==> src/rtl/sd_spi_card_responder.sv <==
`default_nettype none
// ============================================================================
// Module   : sd_spi_card_responder
// Brief    : SPI-mode SD card model answering CMD0/8/55/ACMD41/58 after NCR.
// Revision : 1.0 - initial release
// ============================================================================
module sd_spi_card_responder #(
  parameter int          NCR       = 2,
  parameter int          BUSY_CNT  = 3,
  parameter bit          CHECK_CRC = 1'b1,
  parameter logic [31:0] OCR       = 32'hC0FF8000
) (
  input  logic        SD_CLK,
  input  logic        rst,
  input  logic        SD_CS,
  input  logic        SD_DATAIN,
  output logic        SD_DATAOUT,
  output logic        card_idle,
  output logic        cmd_valid,
  output logic [5:0]  cmd_index,
  output logic [31:0] cmd_arg,
  output logic        crc_err
);

  localparam logic [1:0] S_WAIT = 2'd0;
  localparam logic [1:0] S_RX   = 2'd1;
  localparam logic [1:0] S_NCR  = 2'd2;
  localparam logic [1:0] S_TX   = 2'd3;

  localparam logic [3:0] C_NCR  = 4'(NCR);
  localparam logic [3:0] C_BUSY = 4'(BUSY_CNT);

  logic [1:0]  state_q, state_d;
  logic [5:0]  bit_cnt_q, bit_cnt_d;
  logic [3:0]  ncr_cnt_q, ncr_cnt_d;
  logic [47:0] frame_q, frame_d;
  logic [39:0] resp_q, resp_d;
  logic        resp_long_q, resp_long_d;
  logic        miso_q, miso_d;
  logic        idle_q, idle_d;
  logic [3:0]  busy_q, busy_d;
  logic        app_q, app_d;
  logic        valid_q, valid_d;
  logic [5:0]  index_q, index_d;
  logic [31:0] arg_q, arg_d;
  logic        crc_err_q, crc_err_d;

  logic        w_abort, w_start, w_rx_done, w_frame_ok, w_decode, w_ncr_done, w_tx_last;
  logic [5:0]  w_idx;
  logic [31:0] w_arg;
  logic        w_crc_bad, w_illegal, w_idle_after, w_app_next, w_long;
  logic [3:0]  w_busy_next;
  logic [31:0] w_tail;
  logic [7:0]  w_r1;

  function automatic logic [6:0] crc7(input logic [39:0] d);
    logic [6:0] c;
    logic       fb;
    c = 7'h00;
    for (int i = 39; i >= 0; i--) begin
      fb = d[i] ^ c[6];
      c  = {c[5:0], 1'b0} ^ (fb ? 7'h09 : 7'h00);
    end
    return c;
  endfunction

  assign w_abort    = SD_CS && (state_q != S_WAIT);
  assign w_start    = (state_q == S_WAIT) && !SD_CS && !SD_DATAIN;
  assign w_rx_done  = (state_q == S_RX) && (bit_cnt_q == 6'd0);
  // frame_q has not yet absorbed bit 0, so frame bit 46 still sits at [45]
  assign w_frame_ok = frame_q[45] && SD_DATAIN;
  assign w_decode   = (state_q == S_NCR) && (ncr_cnt_q == C_NCR);
  assign w_ncr_done = (state_q == S_NCR) && (ncr_cnt_q == 4'd0);
  assign w_tx_last  = (state_q == S_TX) && (bit_cnt_q == 6'd0);

  always_comb begin
    w_idx        = frame_q[45:40];
    w_arg        = frame_q[39:8];
    w_crc_bad    = CHECK_CRC && ((w_idx == 6'd0) || (w_idx == 6'd8)) &&
                   (crc7(frame_q[47:8]) != frame_q[7:1]);
    w_illegal    = 1'b0;
    w_idle_after = idle_q;
    w_busy_next  = busy_q;
    w_app_next   = app_q;
    w_long       = 1'b0;
    w_tail       = 32'h0;
    if (!w_crc_bad) begin
      w_app_next = 1'b0;
      case (w_idx)
        6'd0: begin
          w_idle_after = 1'b1;
          w_busy_next  = C_BUSY;
        end
        6'd8: begin
          w_long = 1'b1;
          w_tail = {4'h0, 16'h0, (w_arg[11:8] == 4'b0001) ? 4'b0001 : 4'b0000, w_arg[7:0]};
        end
        6'd55: w_app_next = 1'b1;
        6'd41: begin
          if (!app_q)                w_illegal    = 1'b1;
          else if (busy_q == 4'd0)   w_idle_after = 1'b0;
          else                       w_busy_next  = busy_q - 4'd1;
        end
        6'd58: begin
          w_long = 1'b1;
          w_tail = {OCR[31] & ~idle_q, OCR[30:0]};
        end
        default: w_illegal = 1'b1;
      endcase
    end
    w_r1 = {4'b0000, w_crc_bad, w_illegal, 1'b0, w_idle_after};
  end

  always_ff @(posedge SD_CLK) begin
    if (rst) begin
      state_q     <= S_WAIT;
      bit_cnt_q   <= 6'd0;
      ncr_cnt_q   <= 4'd0;
      frame_q     <= 48'h0;
      resp_q      <= {40{1'b1}};
      resp_long_q <= 1'b0;
      miso_q      <= 1'b1;
      idle_q      <= 1'b1;
      busy_q      <= C_BUSY;
      app_q       <= 1'b0;
      valid_q     <= 1'b0;
      index_q     <= 6'd0;
      arg_q       <= 32'h0;
      crc_err_q   <= 1'b0;
    end else begin
      state_q     <= state_d;
      bit_cnt_q   <= bit_cnt_d;
      ncr_cnt_q   <= ncr_cnt_d;
      frame_q     <= frame_d;
      resp_q      <= resp_d;
      resp_long_q <= resp_long_d;
      miso_q      <= miso_d;
      idle_q      <= idle_d;
      busy_q      <= busy_d;
      app_q       <= app_d;
      valid_q     <= valid_d;
      index_q     <= index_d;
      arg_q       <= arg_d;
      crc_err_q   <= crc_err_d;
    end
  end

  always_comb begin
    state_d = state_q;
    if (w_abort) begin
      state_d = S_WAIT;
    end else begin
      case (state_q)
        S_WAIT:  if (w_start)    state_d = S_RX;
        S_RX:    if (w_rx_done)  state_d = w_frame_ok ? S_NCR : S_WAIT;
        S_NCR:   if (w_ncr_done) state_d = S_TX;
        S_TX:    if (w_tx_last)  state_d = S_WAIT;
        default: state_d = S_WAIT;
      endcase
    end
  end

  always_comb begin
    bit_cnt_d   = bit_cnt_q;
    ncr_cnt_d   = ncr_cnt_q;
    frame_d     = frame_q;
    resp_d      = resp_q;
    resp_long_d = resp_long_q;
    miso_d      = 1'b1;
    idle_d      = idle_q;
    busy_d      = busy_q;
    app_d       = app_q;
    valid_d     = 1'b0;
    index_d     = index_q;
    arg_d       = arg_q;
    crc_err_d   = crc_err_q;
    if (!w_abort) begin
      case (state_q)
        S_WAIT: begin
          if (w_start) begin
            frame_d   = {47'h0, SD_DATAIN};
            bit_cnt_d = 6'd46;
          end
        end
        S_RX: begin
          frame_d = {frame_q[46:0], SD_DATAIN};
          if (w_rx_done) ncr_cnt_d = C_NCR;
          else           bit_cnt_d = bit_cnt_q - 6'd1;
        end
        S_NCR: begin
          // Decode on the first gap clock so a CS abort right after the frame cancels it
          if (w_decode) begin
            valid_d     = 1'b1;
            index_d     = w_idx;
            arg_d       = w_arg;
            crc_err_d   = w_crc_bad;
            idle_d      = w_idle_after;
            busy_d      = w_busy_next;
            app_d       = w_app_next;
            resp_long_d = w_long;
            resp_d      = {w_r1, w_tail};
          end
          if (w_ncr_done) begin
            miso_d    = resp_q[39];
            resp_d    = {resp_q[38:0], 1'b1};
            bit_cnt_d = resp_long_q ? 6'd38 : 6'd6;
          end else begin
            ncr_cnt_d = ncr_cnt_q - 4'd1;
          end
        end
        S_TX: begin
          miso_d = resp_q[39];
          resp_d = {resp_q[38:0], 1'b1};
          if (!w_tx_last) bit_cnt_d = bit_cnt_q - 6'd1;
        end
        default: ;
      endcase
    end
  end

  assign SD_DATAOUT = miso_q;
  assign card_idle  = idle_q;
  assign cmd_valid  = valid_q;
  assign cmd_index  = index_q;
  assign cmd_arg    = arg_q;
  assign crc_err    = crc_err_q;

endmodule
`default_nettype wire

==> config.mk <==
export PLATFORM = sky130hd
export DESIGN_NAME = sd_spi_card_responder
export DESIGN_NICKNAME = d
export VERILOG_FILES = /design/src/rtl/sd_spi_card_responder.sv
export SDC_FILE = /design/constraint.sdc
export NUM_CORES = 1
export LEC_CHECK = 0
export BUFFER_PORTS_ARGS = -buffer_cell sky130_fd_sc_hd__buf_2
export CORE_AREA = 3 3 109 111
export DETAILED_ROUTE_END_ITERATION = 10
export DIE_AREA = 0 0 112 114
export PLACE_DENSITY = 0.78
export SYNTH_ARGS = -nofsm -noshare
export SYNTH_HDL_FRONTEND = slang
export SYNTH_SLANG_ARGS = --single-unit
==> constraint.sdc <==
create_clock -name SD_CLK -period 4.4 [get_ports SD_CLK]
set_input_delay 0.44 -clock SD_CLK [delete_from_list [all_inputs] [get_ports SD_CLK]]
set_output_delay 0.44 -clock SD_CLK [all_outputs]
set_load 0.02 [all_outputs]
==> Yosys cells after proc, flatten, opt, wreduce, memory -nomap -nowiden <==
Cells that the tools add are included.
{ "classes": {"magnitude_cmp": 0, "n_mul": 0, "eq_ne": 20, "n_bitwise": 82, "shifts": 0, "div_mod_pow": 0, "n_reduce_logical": 34, "n_addsub": 3, "n_mux": 79} }
{ "ops": {"columns": ["op", "count"], "rows": [
  ["$xor 7x4->7", 37],
  ["$mux 4", 44],
  ["$pmux 48 s2", 1],
  ["$mux 40", 2],
  ["$pmux 40 s2", 1],
  ["$pmux 32 s2", 1],
  ["$mux 48", 1],
  ["$xor 1x1->1", 36],
  ["$mux 32", 1],
  ["$mux 6", 5],
  ["$pmux 6 s4", 1],
  ["$eq 6x6->1 const B", 3],
  ["$ne 2x2->1 const B", 9],
  ["$pmux 4 s2", 2],
  ["$logic_not 6->1", 2],
  ["$reduce_and 4->1", 3],
  ["$mux 1", 11],
  ["$mux 2", 5],
  ["$reduce_bool 2->1", 5],
  ["$logic_and 1x1->1", 9],
  ["$reduce_and 3->1", 3],
  ["$logic_not 4->1", 2],
  ["$pmux 2 s4", 1],
  ["$sub 4x1->4 const B", 2],
  ["21 further kinds", 31]
]} }
{ "totals": {"elab_cells": 232, "latchBits": 0, "register_bits": 148, "in_bits": 4, "n_memories": 0, "ramBits": 0, "rom_bits": 0, "out_inout_bits": 42} }

==> Depth between registers and ports, before layout <==
Gate-level depths: netlist of the first run.
{ "logic_depth": {"ltp_word": 119, "ltp_mapped": 11, "depth_no_buf": 10} }

==> Least setup slack after synthesis of the first run <==
Ideal clock, no wire load.
{ "synth_path": {"path_kind": "register -> register", "start": "register frame_q[44]", "end": "register resp_q[0]", "path_stages_with_launch": 12, "period_less_slack_ns": 3.412, "setup_ns": 0.064, "path_slack_ns": 0.988, "t_arrival_ns": 3.348, "required_ns": 4.336, "cell_sequence": "dfxtp_1 > clkbuf_1 > xnor3_2 > xnor3_1 > xnor3_2 > xnor3_1 > xnor2_1 > mux2i_1 > or4_1 > buf_4 > or4_1 > nand4_1"} }
{ "synth_via": {"elab_chain_cells": 63, "elab_cells_between_ends": 104, "classes_between": "eq/ne (3); mux (33); bitwise (65); reduce/logical (3)"} }
{ "synth_rtl": {"columns": ["item", "line", "text"], "rows": [
  ["start: declaration", "36", "logic [47:0] frame_q, frame_d;"],
  ["start signal: assignment", "134", "frame_q <= frame_d;"],
  ["$xor 1x1->1", "61", "fb = d[i] ^ c[6];"],
  ["$mux 4", "62", "c = {c[5:0], 1'b0} ^ (fb ? 7'h09 : 7'h00);"],
  ["$xor 7x4->7 (4 in series)", "62", null],
  ["$xor 1x1->1", "61", null],
  ["$mux 4", "62", null],
  ["$xor 7x4->7 (4 in series)", "62", null],
  ["$xor 1x1->1", "61", null],
  ["$mux 4", "62", null],
  ["(+41 left out)", null, null],
  ["$mux 4", "62", null],
  ["$xor 7x4->7", "62", null],
  ["$ne 7x7->1", "80", "(crc7(frame_q[47:8]) != frame_q[7:1]);"],
  ["$logic_and 1x1->1", "79", "w_crc_bad = CHECK_CRC && ((w_idx == 6'd0) || (w_idx == 6'd8)) &&"],
  ["$mux 32 *", "87", "if (!w_crc_bad) begin"],
  ["$mux 40 *", "192", "if (w_decode) begin"],
  ["$mux 40 *", "203", "if (w_ncr_done) begin"],
  ["$pmux 40 s2 *", "178", "case (state_q)"],
  ["end signal: assignment", "120", "resp_q <= {40{1'b1}};"],
  ["end signal: assignment", "135", "resp_q <= resp_d;"],
  ["end: declaration", "37", "logic [39:0] resp_q, resp_d;"]
]} }
Mark *: on every way between the ends. The rest lies on a longest branch, timed or not. The select of a mux whose other input is x is not followed.
A chain may end at the register's enable or synchronous reset.

==> Final worst setup path of the first run <==
{ "layout_path": {"start": "register frame_q[42]", "end": "register resp_q[0]"} }
{ "layout_via": {"elab_chain_cells": 59, "elab_cells_between_ends": 98, "classes_between": "eq/ne (3); mux (31); bitwise (61); reduce/logical (3)"} }
{ "layout_rtl": {"columns": ["item", "line"], "rows": [
  ["$xor 1x1->1", "61"],
  ["$mux 4", "62"],
  ["$xor 7x4->7 (4 in series)", "62"],
  ["$xor 1x1->1", "61"],
  ["$mux 4", "62"],
  ["$xor 7x4->7 (4 in series)", "62"],
  ["$xor 1x1->1", "61"],
  ["$mux 4", "62"],
  ["(+35 left out)", null],
  ["$mux 4", "62"],
  ["$xor 7x4->7 (3 in series)", "62"],
  ["$ne 7x7->1", "80"],
  ["$logic_and 1x1->1", "79"],
  ["$mux 32 *", "87"],
  ["$mux 40 *", "192"],
  ["$mux 40 *", "203"],
  ["$pmux 40 s2 *", "178"]
]} }
Marks and branches as above.

==> results of run 1 <==
cell families (layout without fill, tap and decap cells):
group / Yosys count / count (layout) / share of synthesized area
buf+inv: 68 / 94 / 0.04086
mux: 4 / 4 / 0.006461
xor+xnor: 68 / 68 / 0.1233
compound gates: 151 / 151 / 0.1501
simple gates: 328 / 328 / 0.2197
flops: 148 / 148 / 0.4500
fa+ha+maj: 5 / 5 / 0.009502
cell type report:
cell class	instances	area share
inverters	12	0.006036
well taps	140	0.02347
flip-flops and latches	148	0.3970
clock buffers	19	0.05919
multi-input cells	556	0.4505
repair buffers	54	0.03957
clock inverters	9	0.02414
metrics by stage:
step / utilization / area (sq um)
floorplan: - / 6584
global placement: 0.6282 / 6840
detailed placement: 0.6282 / 6840
CTS: 0.6854 / 7462
global route: 0.6854 / 7462
finish: 0.6854 / 7462
cell usage in the layout, fill, tap and decap left out, types with 3 or more instances in the layout:
cell type	count
xnor2_1	40
clkbuf_16	16
xor2_1	12
or4_1	3
nor2_1	90
a21oi_1	59
buf_2	44
a22oi_1	48
ha_1	5
a211o_1	9
nand2_1	126
nor3_1	14
inv_1	11
o211ai_1	3
and2_1	4
nand4_1	5
o21ai_0	9
and3_1	3
buf_4	10
bufinv_16	5
or3_1	5
clkbuf_8	3
nand3_1	57
nand2b_1	5
xnor3_1	13
dfxtp_1	148
a211oi_1	6
registers in the layout, indices dropped and copies added (netlist names), named ones only:
signal	flops
app_q	1
resp_long_q	1
ncr_cnt_q	4
frame_q	48
busy_q	4
resp_q	40
crc_err	1
cmd_index	6
bit_cnt_q	6
SD_DATAOUT	1
cmd_valid	1
card_idle	1
state_q	1
cmd_arg	32
power groups by stage:
stage	clock, W	sequential, W	combinational (W)
CTS	0.00155	0.00135	0.0000816
floorplan	0	0.00138	0.0000642
global route	0.00161	0.00135	0.0000927
global placement	0	0.00138	0.0000771
detailed placement	0	0.00138	0.0000801
finish	0.00153	0.00135	0.0000823
critical path, stage by stage (launching register included):
cell and delay, ns:
dfxtp_1 0.50, xnor3_1 0.39, xor2_1 0.50, xnor2_2 0.22, xnor3_1 0.48, xnor2_1 0.19
mux2i_1 0.12, or4_1 0.67, or4_1 0.52, nand4_1 0.09
routing by layer:
metal / vias up / share of wire / GRT usage
li1: 2689 / - / -
met1: 2621 / 0.44 / 0.2895
met2: 145 / 0.50 / 0.4005
met3: 32 / 0.041 / 0.04828
met4: 0 / 0.027 / 0.1018
met5: - / 0 / 0
worst paths after layout:
check                                               from                        to  slack (ns)  cells after the start
worst max register to register  frame_q[42]$_SDFFE_PP0P_    resp_q[0]$_SDFFE_PP1P_        0.64                      9
worst max-delay path            frame_q[42]$_SDFFE_PP0P_    resp_q[0]$_SDFFE_PP1P_        0.64                      9
worst min register to register  cmd_arg[31]$_SDFFE_PP0P_  cmd_arg[31]$_SDFFE_PP0P_        0.45                      2
worst min-delay path                           SD_DATAIN                      flop        0.22                      3
==> flow_summary.ini, run 1 <==
[sta]
hold_ws_ns = 0.2198
min_period_ns = 3.763
finalSetupViolCount = 0
tns_ns = 0
timing.fmax_ghz = 0.2657
worst_slack_ns = 0.6367
tightest_slew_ns = 0.9159
drv_slew = 0
clock_skew_ns = 0.006683
rsz0062_at_grt = false
hold_viol = 0
layout_worst_path_cycle_share = 0.8553
relSlewSlack = 0.3847

[die]
die-width_microns = 112
io-pin-count = 46
coreArea_sq_mm = 0.01089
die_height_microns = 114
initial_core_util = 0.6047
die-area_sq_mm = 0.01277
num_rows = 38

[clock_tree]
clock_latency_ns = 0.53
cts_hold_buffers = 0
clk_pin_slew_worst_paths_ns = 0.06
cts_setup_buffers = 0
htree_levels = 4
clock_sinks = 148
cts_buffer_depth = 2
cts_tree = done
cts_buffers = 17
cts-root-buf = clkbuf_8
postCtsResizedCells = 0

[place]
port_buffers = 45
hpwl_microns = 9464
dp_cells = 910
place_congestion = 0.9225
pre_cts_slack_ns = 0.6411

[logic_synthesis]
synthCells = 772
ys_warn_count = 0
yosysSeqAreaShare = 0.4500
syn_nets = 781
synth_commonest_cells = dfxtp_1, nand2_1, nor2_1
synth_area_sq_mm = 0.006584
yosys.cell_count.top_type = dfxtp_1
synthTopCellsByArea = dfxtp_1, nand2_1, a22oi_1
synth_largest_area_cell = dfxtp_1
synth_edf_count = 0
synth_cell_types = 57
synth_area_per_cell_sq_um = 8.528
synth-seq-cells = 148
synth_top_area_share = 0.4500
synthArstFlopShare = 0
synthFlopType = dfxtp_1

[pwr]
p_leak_nw = 2.926
p_per_area_mw_per_mm2 = 398.0
p_int_w = 0.002363
power_w = 0.002970
p_sw_frac = 0.2042
p_comb_frac = 0.028
switchingPower_w = 0.0006065
power_frac_clock = 0.516
p_seq_frac = 0.456
ir_worst_vdd_mv = 0.3900

[setup_path]
timing_worst_setup_path_type = reg2reg
crit_required_ns = 4.86
cp-end-kind = flop
arrival_ns = 4.22
critPathLaunchType = flop
path_max_fanout = 10

[cells_and_area]
multiInputGateArea_sq_mm = 0.003362
fin_nets = 798
fillers = 876
layout.cells.non_filler = 938
register_area_sq_mm = 0.002963
area_growth_pct = 13.34
diodes = 0
drive_gt1_frac = 0.1190

[global_routing]
track_usage = 0.2347
grt_pass1_wl_microns = 24610
grt_start_max_net_pins = 61
grt_pass1_vias = 5125
grt_antenna_before_repair = 0
overflow = 0

[detailed_routing]
postRouteAntennaNets = 0
drt_pass1_iterations = 5
drt_iter0_markers = 434
num_vias = 5487
routed_wl_microns = 14510
drc = 0
wl_per_cell_microns = 15.47
detail_route.vias_per_cell = 5.850

[status]
status = finished, final reports clean

[run]
maxCapViolCount = 0

[worst_hold_path]
min_path_type = in2reg
Note: power is estimated with default switching activity, not from simulation.
==> inputs of run 2 (changes only) <==
CELL_PAD_IN_SITES_DETAIL_PLACEMENT = 0   (was default)
CELL_PAD_IN_SITES_GLOBAL_PLACEMENT = 1   (was default)
CORE_AREA = 3 3 131 133   (was 3 3 109 111)
DIE_AREA = 0 0 134 136   (was 0 0 112 114)
PLACE_DENSITY = default   (was 0.78)
PLACE_DENSITY_LB_ADDON = 0.1   (was default)
SLEW_MARGIN = 15   (was default)
clock period = 3.04 ns   (was 4.4 ns; I/O delays follow)
==> flow_summary.ini, run 2 (synthesis results as in run 1) <==
[status]
status = finished with violations
violations = setup timing

[clock_tree]
cts_buffer_depth = 2
cts_hold_buffers = 0
clk_pin_slew_worst_paths_ns = 0.06
htree_levels = 4
clock_latency_ns = 0.42
cts_buffers = 17
cts_tree = done
cts-root-buf = clkbuf_16
clock_sinks = 148

[sta]
worst_slack_ns = -0.2567
clock_skew_ns = 0.008909
tightest_slew_ns = 0.8159
hold_ws_ns = 0.2012
timing.fmax_ghz = 0.3033
min_period_ns = 3.297
rsz0062_at_grt = true
drv_slew = 0
relSlewSlack = 0.4527
finalSetupViolCount = 19
layout_worst_path_cycle_share = 1.084
hold_viol = 0

[setup_path]
path_max_fanout = 5
timing_worst_setup_path_type = reg2reg
crit_required_ns = 3.34
critPathLaunchType = flop
cp-end-kind = flop
arrival_ns = 3.60

[pwr]
p_per_area_mw_per_mm2 = 500.6
p_comb_frac = 0.030
p_int_w = 0.003248
ir_worst_vdd_mv = 0.4115
p_sw_frac = 0.2158
power_frac_clock = 0.497
p_leak_nw = 3.363
p_seq_frac = 0.473
switchingPower_w = 0.0008939

[die]
die-area_sq_mm = 0.01822
die-width_microns = 134
io-pin-count = 46
num_rows = 46
die_height_microns = 136
coreArea_sq_mm = 0.01594
initial_core_util = 0.4130

[detailed_routing]
routed_wl_microns = 15980
detail_route.vias_per_cell = 5.133
drt_pass1_iterations = 5
wl_per_cell_microns = 14.66
drt_iter0_markers = 300
postRouteAntennaNets = 0
drc = 0
num_vias = 5595

[cells_and_area]
fillers = 1537
multiInputGateArea_sq_mm = 0.003555
mostFrequentLayoutCells = dfxtp_1, nand2_1, nor2_1
diodes = 0
drive_gt1_frac = 0.2265
post-route-util = 0.5190
register_area_sq_mm = 0.002965
final_common_cell = dfxtp_1
regMostFlops = frame_q
fin_nets = 870
area_growth_pct = 25.67
largest_reg_flops = 48

[global_routing]
grt_pass1_vias = 5435
grt_antenna_before_repair = 0
overflow = 0
grt_start_max_net_pins = 58
track_usage = 0.1800
grt_pass1_wl_microns = 26590

[place]
place_congestion = 0.9150
port_buffers = 45
hpwl_microns = 10560
pre_cts_slack_ns = -0.3526

[run]
maxCapViolCount = 0

[worst_hold_path]
min_path_type = in2reg
==> run 2: repair_timing <==
action | CTS | global route
hold endpoints to repair | 0 | 0
setup endpoints to repair | 19 | 19
pin swaps | 13 | 14
resized for setup | 12 | 28
buffers inserted | 4 | 3
cloned | 1 | 0
==> run 2: power groups by stage <==
stage	logic [W]	registers (W)	clock network [W]
2_1_floorplan	0.0000929	0.00200	0
3_3_place_gp	0.000122	0.00200	0
3_5_place_dp	0.000123	0.00200	0
4_1_cts	0.000124	0.00196	0.00212
5_1_grt	0.000139	0.00196	0.00219
6_report	0.000123	0.00196	0.00206
==> run 2: path summary, 6_finish.rpt <==
kind / slack (ns) / cells after the start / startpoint / to
worst max-delay path: -0.26 / 11 / frame_q[42]$_SDFFE_PP0P_ / app_q$_SDFFE_PP0P_
worst min-delay path: 0.20 / 3 / SD_DATAIN / flop
worst max register to register: -0.26 / 11 / frame_q[42]$_SDFFE_PP0P_ / app_q$_SDFFE_PP0P_
worst min register to register: 0.45 / 2 / cmd_index[1]$_SDFFE_PP0P_ / cmd_index[1]$_SDFFE_PP0P_
==> run 2: metrics by stage <==
| stage | setup TNS (ns) | instances | instance area [sq um] | total power, W |
|---|---|---|---|---|
| floorplan | -0.6370 | 772 | 6608 | 0.002090 |
| global placement | -2.535 | 1051 | 7443 | 0.002124 |
| detailed placement | -3.726 | 1051 | 7443 | 0.002125 |
| CTS | -3.344 | 1088 | 8114 | 0.004199 |
| global route | -6.331 | 1090 | 8274 | 0.004294 |
| finish | -3.715 | 1090 | 8274 | 0.004142 |
==> run 2: critical path, stage by stage (launching register included) <==
cell and delay [ns]:
dfxtp_2 0.36, xnor3_2 0.49, xor2_1 0.16, xnor3_2 0.46, buf_6 0.14, xnor2_4 0.14
and3_4 0.21, nor2_2 0.03, or4_4 0.55, buf_6 0.15, a21oi_1 0.12, mux2_2 0.34
==> run 2: routing by layer <==
layer | track usage | part of all wire | routed length (microns) | up-vias
li1 | - | - | - | 2838
met1 | 0.2189 | 0.45 | 7217 | 2655
met2 | 0.3094 | 0.50 | 7935 | 84
met3 | 0.04700 | 0.035 | 560 | 18
met4 | 0.06343 | 0.017 | 264 | 0
met5 | 0 | 0 | 0 | -
==> run 2: layout make-up <==
cell class	instances	share of cell area
clock inverter	9	0.01240
multi-input combinational	556	0.4296
sequential	148	0.3584
timing repair buffer	126	0.1037
tap	216	0.03266
clock buffer	23	0.05776
inverter	12	0.005444
